<file path="src/rtl/fetch_unit.sv">
// Program-counter and fetch sequencer: PC register, jump/branch target LUT,
// start/halt handshake with the harness, and a saturating retired-instruction count.
module fetch_unit #(
  parameter int unsigned PC_W       = 10,
  parameter int unsigned LUT_AW     = 4,
  parameter int unsigned START_ADDR = 0
) (
  input  logic              CLK,
  input  logic              Reset_n,
  input  logic              Start,
  input  logic              Stall,
  input  logic              Halt,
  input  logic              jump_en,
  input  logic              branch_en,
  input  logic [LUT_AW-1:0] Target_idx,
  input  logic              Lut_we,
  input  logic [LUT_AW-1:0] Lut_waddr,
  input  logic [PC_W-1:0]   Lut_wdata,
  output logic [PC_W-1:0]   ProgCtr,
  output logic              Running,
  output logic              Done,
  output logic [15:0]       Instr_cnt
);

  localparam logic [PC_W-1:0] START_PC = PC_W'(START_ADDR);

  typedef enum logic [1:0] {IDLE, RUN, HALTED} state_t;

  state_t            state_q, state_d;
  logic [PC_W-1:0]   pc_q, pc_d;
  logic [15:0]       cnt_q, cnt_d, cnt_sat;
  logic              running_q, done_q;
  logic              lut_wr;
  logic [PC_W-1:0]   lut_q [2**LUT_AW];
  logic [PC_W-1:0]   lut_rd;

  // Combinational read sees the pre-edge contents, so a same-cycle write returns old data.
  assign lut_rd  = lut_q[Target_idx];
  assign cnt_sat = (cnt_q == '1) ? cnt_q : cnt_q + 16'd1;

  always_comb begin
    state_d = state_q;
    pc_d    = pc_q;
    cnt_d   = cnt_q;
    lut_wr  = 1'b0;
    case (state_q)
      IDLE: begin
        lut_wr = Lut_we;
        if (Start) begin
          state_d = RUN;
          pc_d    = START_PC;
          cnt_d   = '0;
        end
      end
      RUN: begin
        if (!Stall) begin
          cnt_d = cnt_sat;
          if (Halt)           state_d = HALTED;
          else if (jump_en)   pc_d    = lut_rd;
          else if (branch_en) pc_d    = pc_q + lut_rd;  // two's-complement offset, wraps
          else                pc_d    = pc_q + PC_W'(1);
        end
      end
      HALTED: begin
        if (Start) begin
          state_d = RUN;
          pc_d    = START_PC;
          cnt_d   = '0;
        end
      end
      default: state_d = IDLE;
    endcase
  end

  always_ff @(posedge CLK or negedge Reset_n) begin
    if (!Reset_n) begin
      state_q   <= IDLE;
      pc_q      <= START_PC;
      cnt_q     <= '0;
      running_q <= 1'b0;
      done_q    <= 1'b0;
      for (int unsigned i = 0; i < 2**LUT_AW; i++) begin
        lut_q[i[LUT_AW-1:0]] <= '0;
      end
    end else begin
      state_q   <= state_d;
      pc_q      <= pc_d;
      cnt_q     <= cnt_d;
      running_q <= (state_d == RUN);
      done_q    <= (state_d == HALTED);
      if (lut_wr) lut_q[Lut_waddr] <= Lut_wdata;
    end
  end

  assign ProgCtr   = pc_q;
  assign Running   = running_q;
  assign Done      = done_q;
  assign Instr_cnt = cnt_q;

endmodule

</file>
<file path="config.mk">
export PLATFORM = sky130hd
export DESIGN_NAME = fetch_unit
export DESIGN_NICKNAME = d
export VERILOG_FILES = /design/src/rtl/fetch_unit.sv
export SDC_FILE = /design/constraint.sdc
export NUM_CORES = 1
export LEC_CHECK = 0
export ABC_AREA = 0
export CAP_MARGIN = 5
export CORE_ASPECT_RATIO = 1.5
export CORE_MARGIN = 2
export CORE_UTILIZATION = 50
export CTS_CLUSTER_SIZE = 10
export DETAILED_ROUTE_END_ITERATION = 8
export GPL_TIMING_DRIVEN = 0
export PLACE_DENSITY_LB_ADDON = 0.3
export SKIP_CTS_REPAIR_TIMING = 1
export SYNTH_ARGS = -nofsm -noshare
export SYNTH_HDL_FRONTEND = slang
export SYNTH_SLANG_ARGS = --single-unit
</file>
<file path="constraint.sdc">
create_clock -name CLK -period 4.6 [get_ports CLK]
set_clock_uncertainty 0.2 [all_clocks]
set_input_delay 0.92 -clock CLK [delete_from_list [all_inputs] [get_ports CLK]]
set_output_delay 0.92 -clock CLK [all_outputs]
set_load 0.1 [all_outputs]
</file>
==> flow_summary.json <==
{
  "synth.area.top_cells": "sky130_fd_sc_hd__dfrtp_1, sky130_fd_sc_hd__mux2_2, sky130_fd_sc_hd__mux4_2",
  "post_route_cells_drive_above_1_share_pct": 34.5,
  "global_route_wire_length_before_repair_um": 33000,
  "grt-ovfl-total": 0,
  "ys_seq_area_share_pct": 52.0,
  "antenna_found_initial": 0,
  "synthCells": 634,
  "fp.coreArea_mm2": 0.0179,
  "die_h_um": 170,
  "cts.reportedPaths.clkPinSlew_ns": 0.08,
  "cpPeakStageDelay_ns": 0.59,
  "global_route.usage.total_pct": 22.7,
  "clock_insertion_delay_at_the_later_pin_of_the_skew_report_ns": 0.43,
  "cpLargestDelayFamily": "multiplexers",
  "total_power_w": 0.00599,
  "synth-main-ff-cell": "sky130_fd_sc_hd__dfrtp_1",
  "floorplan.initialDensity_pct": 50.9,
  "num_antenna_cells": 0,
  "fin_crit_sh_pct": 96.2,
  "place_congestion": 0.849,
  "stdcell_count": 942,
  "fp.dieArea_mm2": 0.0194,
  "worstPathArrival_ns": 4.52,
  "clock_tree.buffer_depth": 2,
  "drc": 0,
  "layout.core_utilization_pct": 58.9,
  "synthArstFlopShare_pct": 100,
  "count_of_flip_flops_with_a_built_in_enable_after_synthesis": 0,
  "grt_setup_unrepaired": "false",
  "crit_slowest_cell": "sky130_fd_sc_hd__mux4_1",
  "required_ns": 4.69,
  "htreeDepth": 4,
  "cpMostUsedCell": "sky130_fd_sc_hd__a21o_1",
  "netlist-cell-type-count": 44,
  "crit_path_max_fanout": 10,
  "ys.warnings.count": 0,
  "worst_slew_margin_rel_pct": 22.7,
  "port_buffers": 49,
  "final.setup.worst_slack_ns": 0.173,
  "commonest_cells_in_the_netlist": "sky130_fd_sc_hd__dfrtp_1, sky130_fd_sc_hd__mux2_2, sky130_fd_sc_hd__mux4_2",
  "cts_root_buf": "sky130_fd_sc_hd__clkbuf_16",
  "finalCriticalPeriod_ns": 4.43,
  "die_w_um": 114,
  "final_nets": 749,
  "grt_start_max_net_pins": 101,
  "p_per_area_mw_per_mm2": 567,
  "worstHoldPathType": "input port to asynchronous set/reset pin",
  "ir_drop_mv": 0.269,
  "drtAntennaViolNets": 0,
  "final_hold_viol_count": 0,
  "grt_pass1_vias": 6187,
  "dr_total_vias": 5695,
  "synthMostInstantiatedCell": "sky130_fd_sc_hd__dfrtp_1",
  "number_of_core_rows": 60,
  "initialDrtViolationCount": 354,
  "synthesis.area_per_instance_um2": 14.4,
  "route.detailed.wl_per_inst_um": 22.1,
  "number_of_max_cap_violations": 0,
  "post-synth-top-area-fraction_pct": 52.0,
  "floorplan.io_pins": 54,
  "worstPathCellList": "clkbuf_2 -> buf_6 -> buf_12 -> mux4_1 -> mux4_2 -> nand2b_1 -> ha_1 -> fa_1 -> a21o_1 -> a21oi_2 -> o211ai_1 -> a21o_1 -> a21oi_1 -> xor2_1 -> o31ai_1",
  "hpwl_reported_at_the_end_of_detailed_placement_um": 14800,
  "flow.area_growth_from_synthesis_pct": 15.6,
  "report.final.slew_viol_count": 0,
  "hold_ws_ns": 0.289,
  "ys_seq_elements": 190,
  "avgViaCountPerCell": 6.05,
  "path_class": "input port to flop",
  "dominant_cell_type_by_area_after_synthesis": "sky130_fd_sc_hd__dfrtp_1",
  "place.detailed.instances": 901,
  "outcome": "completed",
  "clock_tree_from_tritoncts": "yes",
  "syn_nets": 671,
  "worstSetupStartpointType": "input port",
  "power.static_leakage_nw": 4.76,
  "slew_worst_pin_ns": 1.15,
  "endpoint_kind": "flop",
  "detail_route.first_pass.iterations": 4,
  "cts_sinks": 190,
  "cts_made_buffers": 17,
  "post_synth_instance_area_mm2": 0.00914,
  "postRouteWirelength_um": 20800,
  "pre_cts_ws_ns": -0.804,
  "max_freq_mhz": 226,
  "cp_num_buf_inv": 3,
  "finalSetupViolCount": 0
}
[final timing paths]
kind	from	slack (ns)	cells after the start	endpoint
max reg2reg	lut_q[30]	0.86	12	ProgCtr[8]
min in group CLK	lut_q[107]	0.30	1	lut_q[107]
min	Reset_n	0.29	1	ProgCtr[0]
min reg2reg	lut_q[107]	0.30	1	lut_q[107]
max	Target_idx[0]	0.17	15	ProgCtr[8]
max in group asynchronous	Reset_n	2.97	2	lut_q[87]
[cell type report]
type                            count  area, µm²
Buffer                             31        173
Clock buffer                       17        425
Clock inverter                     15        140
Fill cell                        1364       7370
Inverter                            6       22.5
Multi-Input combinational cell    407       4200
Sequential cell                   190       4750
Tap cell                          217        272
Timing Repair Buffer               59        583
[state kept, by name, indices dropped and copies added (netlist names)]
signal / count
state_q: 2
Done: 1
lut_q: 160
Instr_cnt: 16
ProgCtr: 10
Running: 1
[layout by cell type (no fill, tap or decap), types with 4 or more instances in the layout]
master                            count
sky130_fd_sc_hd__or3_1                5
sky130_fd_sc_hd__xnor2_1              8
sky130_fd_sc_hd__mux4_2              31
sky130_fd_sc_hd__o21ai_0             10
sky130_fd_sc_hd__mux2i_1              5
sky130_fd_sc_hd__nor2b_1              5
sky130_fd_sc_hd__and2_1               9
sky130_fd_sc_hd__xor2_1              10
sky130_fd_sc_hd__nand2b_1             6
sky130_fd_sc_hd__inv_8                4
sky130_fd_sc_hd__clkbuf_16           17
sky130_fd_sc_hd__clkbuf_1            22
sky130_fd_sc_hd__nand3_1             16
sky130_fd_sc_hd__buf_4                9
sky130_fd_sc_hd__a21oi_1             15
sky130_fd_sc_hd__inv_6                7
sky130_fd_sc_hd__dfrtp_1            190
sky130_fd_sc_hd__nor2_1              28
sky130_fd_sc_hd__o21ai_1              9
sky130_fd_sc_hd__nand2_1             29
sky130_fd_sc_hd__mux2_2             160
sky130_fd_sc_hd__inv_1                6
sky130_fd_sc_hd__clkdlybuf4s50_1     47
sky130_fd_sc_hd__ha_1                10
sky130_fd_sc_hd__mux4_1              18
[routing by layer]
metal	routed length [µm]	up-vias	global-route usage (%)
met2	11700	139	41.2
met3	662	27	3.82
met4	520	0	10.3
met1	7950	3013	25.8
met5	0	-	0
li1	-	2516	-
[power by group]
part | internal [W] | switching [W] | total, W
combinational | 0.000966 | 0.000940 | 0.00191
clock | 0.000723 | 0.000706 | 0.00143
sequential | 0.00231 | 0.000345 | 0.00266
[through the flow]
stage	cell area, µm²	TNS (ns)
after floorplan	9140	0
after global placement	9900	-900.81
after detailed placement	9930	-3.22
after CTS	10500	-0.616
after global routing	10600	0
final	10600	0
[cells by family (layout without fill, tap and decap cells)]
kind of cell	after synthesis	count (layout)	synth area share, %
buffers and inverters	37	128	2.08
xor gates and xnor gates	18	18	1.73
AOI/OAI and AO/OA	50	50	3.18
DFF	190	190	52.0
adders and majority gates	11	11	1.59
and+or+nand+nor	114	114	6.33
muxes	214	214	33.1
Note: power is estimated with default switching activity, not from simulation.
